## src/rtl/btn_toggle_gen.sv

```systemverilog
// Push-button front end: synchronises and debounces a raw button and emits
// registered single-cycle toggle pulses, with optional auto-repeat while held.
module btn_toggle_gen #(
  parameter int DB_CYCLES     = 4,
  parameter int HOLD_CYCLES   = 0,
  parameter int REPEAT_CYCLES = 8,
  parameter int CNT_W         = 16
) (
  input  logic       clk,
  input  logic       reset,
  input  logic       btn_in,
  input  logic       enable,
  output logic       t_out,
  output logic       btn_state,
  output logic [7:0] press_count
);

  typedef enum logic [1:0] {
    IDLE     = 2'd0,
    PRESS_DB = 2'd1,
    PRESSED  = 2'd2,
    REL_DB   = 2'd3
  } state_t;

  localparam logic [CNT_W-1:0] CNT_ZERO  = '0;
  localparam logic [CNT_W-1:0] CNT_ONE   = CNT_W'(1);
  localparam logic [CNT_W-1:0] DB_LAST   = CNT_W'(DB_CYCLES - 1);
  localparam logic [CNT_W-1:0] HOLD_LAST = CNT_W'((HOLD_CYCLES > 0) ? HOLD_CYCLES - 1 : 0);
  localparam logic [CNT_W-1:0] REP_LAST  = CNT_W'((REPEAT_CYCLES > 0) ? REPEAT_CYCLES - 1 : 0);
  localparam logic             DB_SINGLE = (DB_CYCLES == 1);
  localparam logic             REPEAT_ON = (HOLD_CYCLES > 0);

  logic             s1;
  logic             btn_s;
  state_t           state;
  state_t           state_nxt;
  logic [CNT_W-1:0] cnt;
  logic [CNT_W-1:0] cnt_nxt;
  logic             rep;
  logic             rep_nxt;
  logic             pulse;
  logic             fire;

  // Two-flop synchroniser for the asynchronous button level
  always_ff @(posedge clk or negedge reset) begin
    if (!reset) begin
      s1    <= 1'b0;
      btn_s <= 1'b0;
    end else begin
      s1    <= btn_in;
      btn_s <= s1;
    end
  end

  always_ff @(posedge clk or negedge reset) begin
    if (!reset) begin
      state <= IDLE;
      cnt   <= CNT_ZERO;
      rep   <= 1'b0;
    end else begin
      state <= state_nxt;
      cnt   <= cnt_nxt;
      rep   <= rep_nxt;
    end
  end

  // rep marks that the first (HOLD-length) repeat has already fired
  always_comb begin
    state_nxt = state;
    cnt_nxt   = cnt;
    rep_nxt   = rep;
    pulse     = 1'b0;
    case (state)
      IDLE: begin
        if (btn_s) begin
          if (DB_SINGLE) begin
            state_nxt = PRESSED;
            cnt_nxt   = CNT_ZERO;
            rep_nxt   = 1'b0;
            pulse     = 1'b1;
          end else begin
            state_nxt = PRESS_DB;
            cnt_nxt   = CNT_ONE;
          end
        end
      end
      PRESS_DB: begin
        if (!btn_s) begin
          state_nxt = IDLE;
          cnt_nxt   = CNT_ZERO;
        end else if (cnt == DB_LAST) begin
          state_nxt = PRESSED;
          cnt_nxt   = CNT_ZERO;
          rep_nxt   = 1'b0;
          pulse     = 1'b1;
        end else begin
          cnt_nxt = cnt + CNT_ONE;
        end
      end
      PRESSED: begin
        if (!btn_s) begin
          if (DB_SINGLE) begin
            state_nxt = IDLE;
            cnt_nxt   = CNT_ZERO;
          end else begin
            state_nxt = REL_DB;
            cnt_nxt   = CNT_ONE;
          end
        end else if (REPEAT_ON) begin
          if (cnt == (rep ? REP_LAST : HOLD_LAST)) begin
            cnt_nxt = CNT_ZERO;
            rep_nxt = 1'b1;
            pulse   = 1'b1;
          end else begin
            cnt_nxt = cnt + CNT_ONE;
          end
        end
      end
      REL_DB: begin
        if (btn_s) begin
          state_nxt = PRESSED;
          cnt_nxt   = CNT_ZERO;
          rep_nxt   = 1'b0;
        end else if (cnt == DB_LAST) begin
          state_nxt = IDLE;
          cnt_nxt   = CNT_ZERO;
        end else begin
          cnt_nxt = cnt + CNT_ONE;
        end
      end
      default: begin
        state_nxt = IDLE;
        cnt_nxt   = CNT_ZERO;
        rep_nxt   = 1'b0;
      end
    endcase
  end

  assign fire = pulse & enable;

  // Registered pulse output and wrapping pulse counter
  always_ff @(posedge clk or negedge reset) begin
    if (!reset) begin
      t_out       <= 1'b0;
      press_count <= 8'd0;
    end else begin
      t_out <= fire;
      if (fire) begin
        press_count <= press_count + 8'd1;
      end
    end
  end

  assign btn_state = (state == PRESSED) || (state == REL_DB);

endmodule
```

## config.mk

```make
export PLATFORM = sky130hd
export DESIGN_NAME = btn_toggle_gen
export DESIGN_NICKNAME = d
export VERILOG_FILES = /design/src/rtl/btn_toggle_gen.sv
export SDC_FILE = /design/constraint.sdc
export NUM_CORES = 1
export LEC_CHECK = 0
export CAP_MARGIN = 20
export CORE_MARGIN = 2
export CORE_UTILIZATION = 61
export CTS_CLUSTER_DIAMETER = 120
export DETAILED_ROUTE_END_ITERATION = 7
export GPL_TIMING_DRIVEN = 0
export PLACE_DENSITY = 0.84
export SLEW_MARGIN = 20
export SYNTH_ARGS = -nofsm -noshare
export SYNTH_HDL_FRONTEND = slang
export SYNTH_SLANG_ARGS = --single-unit
```

## constraint.sdc

```tcl
create_clock -name clk -period 4.2 [get_ports clk]
set_input_delay 0.84 -clock clk [delete_from_list [all_inputs] [get_ports clk]]
set_output_delay 0.84 -clock clk [all_outputs]
set_load 0.05 [all_outputs]
```

After elaboration in Yosys (flattened, before gate mapping) --
Cells that the tools add are included. W data, S select, Z words.
Storage, ports and cells: memories kept 0, output and inout port bits 10, bits in read-only memories 0, memory bits (writable) 0, latch bits 0, word-level logic and storage cells 37, input port bits 4, flip-flop bits (word level) 29
Operators by class: $add $sub $neg 2, bitwise operators 1, multiplexer cells 16, shift-type cells 0, multipliers 0, equality and inequality tests 8, reduce and logical (&&, ||, !) cells 4, order comparisons 0, divide/modulo/power cells 0
Operators with widths (number):
- $mux W16 | 5
- $pmux W16 S4 | 1
- $add A16 B1 Y16 const B | 1
- $eq A16 B2 Y1 const B | 1
- $mux W2 | 6
- $add A8 B1 Y8 const B | 1
- $pmux W2 S4 | 1
- $ne A3 B3 Y1 const B | 2
- $eq A2 B2 Y1 const B | 2
- $ne A2 B2 Y1 const B | 2
- $reduce_and A4 Y1 | 1
- $mux W1 | 3
- $eq A2 B1 Y1 const B | 1
- $logic_not A2 Y1 | 1
- $reduce_and A2 Y1 | 1
- $and A1 B1 Y1 | 1
- $logic_or A1 B1 Y1 | 1

Logic depth before layout (Yosys ltp) --
Gate-level depths: netlist (run 1).
word-level depth 5, mapped depth 6, depth with buffers taken out 5

Worst setup path before layout (run 1) --
Ideal clock, no wire load.
kind register to register, start reg cnt[0], end reg cnt[3], setup time 121 ps, data required time 4079 ps, arrival 1676 ps, path buffers 1, stages on the path, launching flop included 7, setup slack 2403 ps, period minus slack after synthesis 1797 ps, path through dfrtp_1 -> ha_1 -> nor4b_1 -> nand4_1 -> and2_2 -> clkbuf_1 -> a22o_1
On the way: word-level cells in the longest chain between the ends 4, elaborated cells between the ends (all ways) 6, those cells by class add/sub (1); eq/ne (1); mux (4)
RTL lines:
- start, declared | line 37 | logic [CNT_W-1:0] cnt;
- start signal, assigned | line 62 | cnt <= cnt_nxt;
- $add A16 B1 Y16 / $eq A16 B2 Y1 (equally long branches)
- $mux W16 * | line 91, 124
- $mux W16 (on tied branches) | line 120, 88
- $pmux W16 S4 * | line 73 | case (state)
Mark *: on every way between the ends. The rest lies on a longest branch, timed or not. A chain may end at the register's enable or synchronous reset.

Worst setup path in the final report (run 1) --
start reg press_count[2], end out press_count[2]
RTL lines:
- start, declared | line 15 | output logic [7:0] press_count
- start signal, assigned | line 149 | press_count <= press_count + 8'd1;
No word-level cell between the ends.

==> results by group, run 1 <==
Status
  • Run status: complete, no violations

Job
  • MaxCap Viol Count: 0

Synth
  • Flops & latches, synth: 29
  • Synth Area in Compound Gates: 0.156
  • Async S/R FF share, synth: 1.00
  • Adder-Cell Fraction of Synth Area: 0.0157
  • Syn Inst Count: roughly 160
  • Mapped Avg Cell Area: 9.86 µm²
  • Synth Cell Area: 0.00160 mm²
  • Ys flop type: dfrtp_1
  • Post-Synthesis Net Count: around 170
  • YS warnings: 0
  • Main combinational cell family by area after synthesis: simple AND/OR/NAND/NOR gates
  • Post-synth EDFFs: 0
  • Post-synthesis sequential area ratio: 0.455
  • Xor/xnor cell area share of the yosys netlist: 0.0494
  • Post-synthesis mux area share: 0.0141
  • Unique masters post-synth: 38
  • Simple-gate area share of the yosys netlist: 0.254

Routing
  • DR DRC count: 0
  • DRT iter0 DRCs: 55
  • ANT nets after route: 0
  • Via Count: approximately 1400
  • Drt pass-1 iters: 4
  • Wire per inst: approximately 18 µm
  • Via density: between 6 and 7
  • Final wirelength: 3730 µm

GRT
  • Initial antenna violation count: 0
  • Global-route usage over all layers: 0.294
  • Largest net degree at the start of global routing: 30
  • Vias in the first global route: 1324
  • First-pass GRT wire length: roughly 6200 µm
  • Total grt overflow: 0

Timing
  • Final hold violation count: 0
  • PnR worst setup slack: 1.70 ns
  • Tcrit/Tclk final: 0.595
  • Worst Clk Skew: between 0.007 and 0.008 ns
  • Max Slew Vio Count: 0
  • RSZ-0062 raised after global routing: no
  • Slew HR: 0.564
  • Crit path time final: around 2.5 ns
  • Setup TNS: 0 ns
  • Tightest Pin Transition: ~0.65 ns
  • Highest Clock Rate: 400 MHz
  • Setup violators final: 0

CTS
  • Worst-path clk slew: roughly 0.090 ns
  • Clock Sinks: 29
  • Longest Clk Path Bufs: 2
  • Clk_lat worst skew: 0.34 ns
  • Post_cts resized: 0
  • CTS tree: done
  • CTS Buf Count: 5
  • Hold buffer count at CTS: 0
  • H-tree depth: 2
  • Number of post-CTS setup repair buffers: 0
  • CTS root buf: clkbuf_4

Worst setup path
  • Crit Reg-Reg Startpoint: cnt[0]$_DFFE_PN0P_
  • WP data required: 3.36 ns
  • Crit. End Element: output port
  • Cell family contributing the most delay on the critical path: buffers and inverters
  • Register-to-Register Path Depth: 6
  • Element type at the critical path start: flop
  • Critical R2R Capture: cnt[3]$_DFFE_PN0P_
  • WP data arrival: roughly 1.7 ns
  • Crit-path slowest cell: clkdlybuf4s50_1
  • Crit-path max cell delay: ~0.85 ns
  • Stages on the worst setup path: 1
  • Setup slack, reg-to-reg: ~1.9 ns
  • WS Path Type: reg -> out
  • Worst Path Buf+Inv: 1
  • CP Cell Sequence: clkdlybuf4s50_1
  • Crit path max fanout: 7

Cells and area
  • Commonest non-fill, non-tap cell in the layout: dfrtp_1
  • ANT cells: 0
  • Most frequent cells in the layout: dfrtp_1, nor2_1, nand3_1, a31oi_1, clkdlybuf4s50_1
  • Nets@finish: about 190
  • Layout cell share with drive strength beyond 1: 0.158
  • Synthesis-to-finish area growth: 16.6%

Min path
  • HP Class: reg -> reg
  • Hold EP: btn_s$_DFF_PN0_
  • Hold_sp: s1$_DFF_PN0_
  • Hold path depth: 0

Place
  • Place WS: around 1.8 ns
  • HPWL Detailed: 2550 µm
  • Gpl congestion: 0.934
  • Port buffer count: 13

Floorplanning
  • Ports: 14
  • Die Ht: 55.2 µm
  • Starting Density: 0.644
  • Die area: 0.00304 mm²
  • Site row count: 18
  • Die W: 55.2 µm
  • Total core area: around 0.0025 mm²

Power and ir drop
  • Power per cell area: ~530 mW/mm²
  • Max rail drop VDD: about 0.44 mV
  • P_leak: a little over 0.8 nW
==> how the worst max path moves through the flow <==
stage | startpoint | to
after floorplan | cnt[0]$_DFFE_PN0P_ | cnt[3]$_DFFE_PN0P_
after global placement | enable | press_count[1]$_DFFE_PN0P_
after detailed placement | enable | press_count[1]$_DFFE_PN0P_
after CTS | press_count[2]$_DFFE_PN0P_ | press_count[2]
after global routing | press_count[0]$_DFFE_PN0P_ | press_count[0]
final | press_count[2]$_DFFE_PN0P_ | press_count[2]
==> Yosys cell counts (5+ instances only) <==
master    n  area (µm²)
nand2_1   8        30.0
nor3_1    6        30.0
xor2_1    9        78.8
dfrtp_1  29         726
a22o_1    5        43.8
a31oi_1  12        75.1
nand3_1  12        60.1
inv_1     7        26.3
nor2_1   12        45.0
nand4_1   6        37.5
nor4_1   10        62.6
==> kinds of logic (layout without fill, tap and decap cells) <==
logic type,after synthesis,count (layout)
AOI/OAI and AO/OA,34,34
xor gates and xnor gates,9,9
adders and majority gates,2,2
buffers and inverters,17,38
DFF,29,29
muxes,2,2
and+or+nand+nor,69,69
==> layer usage <==
metal	global-route usage	wire, µm	vias to the layer above
li1	-	-	662
met1	0.398	1720	700
met2	0.429	1710	57
met3	0.105	253	7
met4	0.118	42	0
met5	0	0	-
==> stage by stage <==
step | cell area (µm²) | utilization | std cells | total power, W | hold WS (ns)
after floorplan | 1600 | - | 162 | 0.000593 | 0.331
after CTS | 1860 | 0.752 | 213 | 0.000976 | 0.367
after global routing | 1860 | 0.752 | 213 | 0.00103 | 0.386
after global placement | 1760 | 0.712 | 205 | 0.000679 | 0.345
after detailed placement | 1760 | 0.710 | 205 | 0.000689 | 0.345
final | 1860 | 0.752 | 213 | 0.000980 | 0.364
==> report_power, final <==
group | internal (W) | switching [W]
registers | 0.000306 | 0.0000318
clock network | 0.000184 | 0.000107
logic | 0.000127 | 0.000224
==> final cells by class <==
class,count,area (µm²)
clock inverters,3,65.1
well taps,30,37.5
plain buffers,10,63.8
clock buffers,5,37.5
repair buffers,13,125
inverters,7,26.3
flip-flops and latches,29,726
multi-input cells,116,781
fillers,182,616
==> flip-flops by register name (all words and copies together) (netlist names), named ones only <==
| signal | count |
|---|---|
| cnt | 16 |
| press_count | 8 |
| btn_s | 1 |
| s1 | 1 |
| state | 1 |
| t_out | 1 |
Power figures use the tool's default switching activity.
==> run 2, diff against run 1 <==
--- a/config.mk
+++ b/config.mk
@@ -7,11 +7,11 @@
 export LEC_CHECK = 0
 export CAP_MARGIN = 20
 export CORE_MARGIN = 2
-export CORE_UTILIZATION = 61
+export CORE_UTILIZATION = 56
 export CTS_CLUSTER_DIAMETER = 120
 export DETAILED_ROUTE_END_ITERATION = 7
 export GPL_TIMING_DRIVEN = 0
-export PLACE_DENSITY = 0.84
+export PLACE_DENSITY = 0.78
 export SLEW_MARGIN = 20
 export SYNTH_ARGS = -nofsm -noshare
 export SYNTH_HDL_FRONTEND = slang
==> constraint.sdc (replaced) <==
create_clock -name clk -period 2.4 [get_ports clk]
set_input_delay 0.48 -clock clk [delete_from_list [all_inputs] [get_ports clk]]
set_output_delay 0.48 -clock clk [all_outputs]
set_load 0.05 [all_outputs]
==> run 2 against run 1 <==
Clock skew down 0.0027 ns. Setup slack worse by 1.5 ns. Flip-flop and latch count unchanged. Utilization fell by 8.7 points. Clock power increased by 4%. Global-route usage fell by 3.8 points. Final cell count did not move. Power grew 54%. Wire length up 0.54%. Sequential share of layout area increased by 0.99 points. Via count increased by 0.42%. Non-clock buffer count stayed put. Critical endpoint is now cnt[3]$_DFFE_PN0P_. Largest cell class unchanged.
==> results by group, run 2 (same netlist as run 1, synthesis figures left out) <==
GRT
  • Vias in the first global route: approximately 1400
  • Initial antenna violation count: 0
  • First-pass GRT wire length: 6510 µm
  • Global-route usage over all layers: 0.256
  • Largest net degree at the start of global routing: 30
  • Total grt overflow: 0

Timing
  • Max Slew Vio Count: 0
  • Slew HR: 0.547
  • Final hold violation count: 0
  • Setup TNS: 0 ns
  • Tcrit/Tclk final: 0.926
  • Tightest Pin Transition: just under 0.7 ns
  • Highest Clock Rate: approximately 450 MHz
  • Setup violators final: 0
  • PnR worst setup slack: roughly 0.18 ns
  • Worst Clk Skew: approximately 0.0047 ns
  • Crit path time final: about 2.2 ns
  • RSZ-0062 raised after global routing: no

Cells and area
  • ANT cells: 0
  • Nets@finish: roughly 190
  • Biggest regs: cnt: 16 flops, press_count: 8 flops
  • Layout cell share with drive strength beyond 1: 0.148
  • Most frequent cells in the layout: dfrtp_1, nor2_1, nand3_1, a31oi_1, clkdlybuf4s50_1
  • Largest register FFs: 16
  • Commonest non-fill, non-tap cell in the layout: dfrtp_1
  • Fillers: approximately 220
  • Synthesis-to-finish area growth: 13.7%
  • Top reg by flops: cnt

Routing
  • Via Count: 1432
  • Wire per inst: between 15 and 20 µm
  • Via density: ~6.7
  • Drt pass-1 iters: 4
  • ANT nets after route: 0
  • DR DRC count: 0
  • Final wirelength: roughly 3700 µm
  • DRT iter0 DRCs: between 70 and 80

Place
  • Gpl congestion: 0.948
  • Port buffer count: 13
  • Place WS: between 0.2 and 0.25 ns
  • HPWL Detailed: about 2500 µm

CTS
  • Clock Sinks: 29
  • Clk_lat worst skew: 0.33 ns
  • Longest Clk Path Bufs: 2
  • H-tree depth: 2
  • Post_cts resized: 0
  • CTS tree: done
  • Worst-path clk slew: about 0.09 ns
  • CTS root buf: clkbuf_4
  • CTS Buf Count: 5
  • Number of post-CTS setup repair buffers: 0
  • Hold buffer count at CTS: 0

Status
  • Run status: complete, no violations

Worst setup path
  • WP data arrival: between 2 and 2.5 ns
  • WP data required: around 2.6 ns
  • Crit path max fanout: 8
  • Crit. End Element: flop
  • WS Path Type: reg -> reg
  • Element type at the critical path start: flop

Floorplanning
  • Starting Density: 0.584
  • Site row count: 19
  • Die Ht: 57.4 µm
  • Total core area: 0.00273 mm²
  • Ports: 14
  • Die W: 57.4 µm
  • Die area: ~0.0033 mm²

Power and ir drop
  • P_leak: 0.791 nW
  • Max rail drop VDD: ~0.98 mV
  • Power per cell area: 830 mW/mm²

Min path
  • HP Class: in -> async

Job
  • MaxCap Viol Count: 0
## run 2: changes by cell type in the layout (fill, tap and decap cells not counted)
cell | previous run | this run
clkbuf_1 | 3 | 4
bufinv_16 | 2 | 0
clkbuf_8 | 0 | 1
clkinv_2 | 1 | 0
## run 2: final cells by class
cell class                 count  area, µm²  share of cell area
buffer                        10       63.8              0.0351
inverter                       7       26.3              0.0145
timing repair buffer          13        125              0.0689
tap                           31       38.8              0.0214
sequential                    29        726               0.400
clock buffer                   7       55.1              0.0303
multi-input combinational    116        781               0.430
## run 2: worst paths after layout
| kind | startpoint | endpoint | slack (ns) | cells after the start |
|---|---|---|---|---|
| max | cnt[1]$_DFFE_PN0P_ | cnt[3]$_DFFE_PN0P_ | 0.18 | 6 |
| min | reset | cnt[8]$_DFFE_PN0P_ | 0.15 | 1 |
| max reg2reg | cnt[1]$_DFFE_PN0P_ | cnt[3]$_DFFE_PN0P_ | 0.18 | 6 |
| min in group clk | s1$_DFF_PN0_ | btn_s$_DFF_PN0_ | 0.36 | 0 |
| max in group asynchronous | reset | state[0]$_DFFE_PN0P_ | 1.84 | 1 |
| min reg2reg | s1$_DFF_PN0_ | btn_s$_DFF_PN0_ | 0.36 | 0 |
## run 2: layer usage
| metal | vias up | track usage | share of wire |
|---|---|---|---|
| li1 | 658 | - | - |
| met2 | 58 | 0.416 | 0.51 |
| met1 | 710 | 0.320 | 0.42 |
| met5 | - | 0 | 0 |
| met4 | 0 | 0.0930 | 0.012 |
| met3 | 6 | 0.0839 | 0.066 |
## run 2: through the flow
stage	util	instance area, µm²	instances	hold slack (ns)	total power, W
after global placement	0.646	1770	206	0.338	0.00119
after detailed placement	0.644	1760	206	0.342	0.00121
after CTS	0.664	1820	213	0.174	0.00151
after global routing	0.664	1820	213	0.204	0.00161
after floorplan	-	1600	162	0.184	0.00104
final	0.664	1820	213	0.153	0.00151
## run 2: worst max-delay path, cell delays in order, from the launching register on
cell and delay [ns]:
dfrtp_1 0.43, ha_1 0.32, nor4b_1 0.27, nand4_1 0.37, and2_2 0.31, clkbuf_1 0.17
a22o_1 0.23
## run 2: where the power goes
| part | total, W | switching (W) | internal, W |
|---|---|---|---|
| Clock | 0.000303 | 0.000165 | 0.000138 |
| Sequential | 0.000592 | 0.0000554 | 0.000536 |
| Combinational | 0.000612 | 0.000388 | 0.000224 |
==> patch (config.mk and constraints of run 1) <==
Reset style: synchronous (`reset`), changed in 3 clocked blocks. Comments in the files are not updated.
--- a/src/rtl/btn_toggle_gen.sv
+++ b/src/rtl/btn_toggle_gen.sv
@@ -43,5 +43,5 @@
 
   // Two-flop synchroniser for the asynchronous button level
-  always_ff @(posedge clk or negedge reset) begin
+  always_ff @(posedge clk) begin
     if (!reset) begin
       s1    <= 1'b0;
@@ -53,5 +53,5 @@
   end
 
-  always_ff @(posedge clk or negedge reset) begin
+  always_ff @(posedge clk) begin
     if (!reset) begin
       state <= IDLE;
@@ -140,5 +140,5 @@
 
   // Registered pulse output and wrapping pulse counter
-  always_ff @(posedge clk or negedge reset) begin
+  always_ff @(posedge clk) begin
     if (!reset) begin
       t_out       <= 1'b0;
Function: differs if reset is asserted again (counterexample within 10 cycles, from zero or initial values and one cycle with reset low); with reset held inactive, the same outputs for 10 cycles.
==> patch against run 1 <==
Cell area decreased by 8.5%. Sequential cell count unchanged. Area after synthesis decreased by 8.0%. First-iteration DRC count decreased by 42%. Clock skew decreased by 0.0014 ns. Sequential share of layout area decreased by 4.9 points. Routed wire length decreased by 18%. Setup slack got worse by 0.033 ns. Utilization increased by 0.43 points. Critical path type unchanged. Largest cell class unchanged.
Power is not compared: it rests on default switching activity, and its combinational part moved more than twofold at a synthesized area within 25%.
==> patch: results (changes against run 1) <==
Status: finished clean
Worst-path maximum fanout: 5 (-2)
Initial antenna violation count: 0 (unchanged)
Number of diodes: 0 (unchanged)
Crit path largest cell delay: 0.79 ns (-0.06 ns)
Mean routed wirelength per cell: 14.2 um (-19%)
DRT iter0 DRCs: 32 (-42%)
Dpl cell area: 1630 um^2 (-7.1%)
Detailed-route wire length: 3.06 mm (-18%)
Via/cell ratio: 6.13 (-8.5%)
Post-Syn Nets: 172 (+2.4%)
Num CTS Buffers: 5 (unchanged)
Synth area leaders: dfxtp_1 (40%), nand3_1 (4.4%), xnor2_1 (4.2%)
Top cells by count, synth: dfxtp_1 (29), nand2_1 (16), nand3_1 (13), nor2_1 (13), o21ai_0 (9)
First-pass GRT wire length: 5.29 mm (-15%)
Slowest CP cell: clkdlybuf4s50_1
Synth Area per Inst: 8.85 um^2 (-10%)
Worst Path Arrival: 1.69 ns (+0.03 ns)
Final slew viol count: 0 (unchanged)
Share of layout cells above drive strength 1: 0.118 (-0.0408)
Nets: 192 (+2.1%)
Largest net degree at the start of global routing: 11 (-63%)
Worst Skew: 0.00603 ns (-0.00140 ns)
Number of global-route vias before repair: 1,247 (-5.8%)
Gr usage total: 0.264 (-0.0308)
Post-DP HPWL: 2.23 mm (-13%)
# H-tree levels: 2 (unchanged)
Slew headroom: 0.475 (-0.0887)
Placed cells: 207 (+0.98%)
DRT Pass-1 Iters: 4 (unchanged)
Sequential area share after synthesis: 0.395 (-0.0593)
RePlAce Congestion: 0.804 (-14%)
Synth cell types: 44 (+16%)
Async S/R FF share, synth: 0 (-1.00)
Worst path top cell family by delay: buffers and inverters
==> patch: changes by cell type after synthesis, sizes merged, moves of 4 or more <==
cell / before / now
or4: 4 / 0
xor2: 9 / 3
xnor2: 0 / 7
or3: 0 / 4
o21ai: 1 / 9
dfxtp: 0 / 29
a31oi: 12 / 6
dfrtp: 29 / 0
nand2: 8 / 16
a22o: 5 / 0
==> patch: layout make-up <==
| cell class | instances | area [um^2] |
|---|---|---|
| inverters | 4 | 15.0 |
| plain buffers | 7 | 38.8 |
| fillers | 169 | 551 |
| clock inverters | 1 | 5.00 |
| well taps | 28 | 35.0 |
| clock buffers | 7 | 65.1 |
| multi-input cells | 126 | 835 |
| flip-flops and latches | 29 | 581 |
| repair buffers | 13 | 130 |
==> patch: worst register-to-register path, stage by stage (launching register included) <==
cell and delay (ns):
dfxtp_1 0.42, ha_1 0.28, and4_1 0.28, nor3b_1 0.53, nand3_1 0.14, a21oi_1 0.17, o22ai_1 0.08
==> patch: where the power goes <==
group,internal (mW),switching (mW),total (mW)
Sequential,0.277,0.00192,0.279
Clock,0.0969,0.0985,0.195
Combinational,0.00750,0.0111,0.0187
Total,0.381,0.112,0.493
==> patch: routing by layer <==
metal / global-route usage / vias to the layer above / routed length, um / part of all wire
met4: 0.150 / 0 / 65 / 0.021
li1: - / 644 / - / -
met1: 0.296 / 604 / 1260 / 0.41
met2: 0.458 / 61 / 1560 / 0.51
met3: 0.0537 / 8 / 171 / 0.056
met5: 0 / - / 0 / 0
==> patch: stage by stage <==
| stage | power (mW) | worst slack [ns] | utilization |
|---|---|---|---|
| detailed placement | 0.304 | 1.60 | 0.725 |
| finish | 0.493 | 1.67 | 0.756 |
| global route | 0.504 | 1.59 | 0.756 |
| CTS | 0.494 | 1.66 | 0.756 |
| global placement | 0.303 | 1.67 | 0.725 |
| floorplan | 0.296 | 2.46 | - |
==> patch: cell families after synthesis <==
kind of cell | Yosys count | share of synthesized area
adders and majority gates | 2 | 0.0170
muxes | 3 | 0.0213
xor gates and xnor gates | 10 | 0.0647
buffers and inverters | 11 | 0.0366
DFF | 29 | 0.395
AOI/OAI and AO/OA | 29 | 0.119
and+or+nand+nor | 82 | 0.346
==> patch: worst paths after layout <==
check / startpoint / end / slack, ns / cells past startpoint
worst max-delay path: flip-flop / btn_state / 1.67 / 2
worst max register to register: cnt[0] / cnt[12] / 2.19 / 6
worst min-delay path: s1 / btn_s / 0.45 / 1
worst min register to register: s1 / btn_s / 0.45 / 1
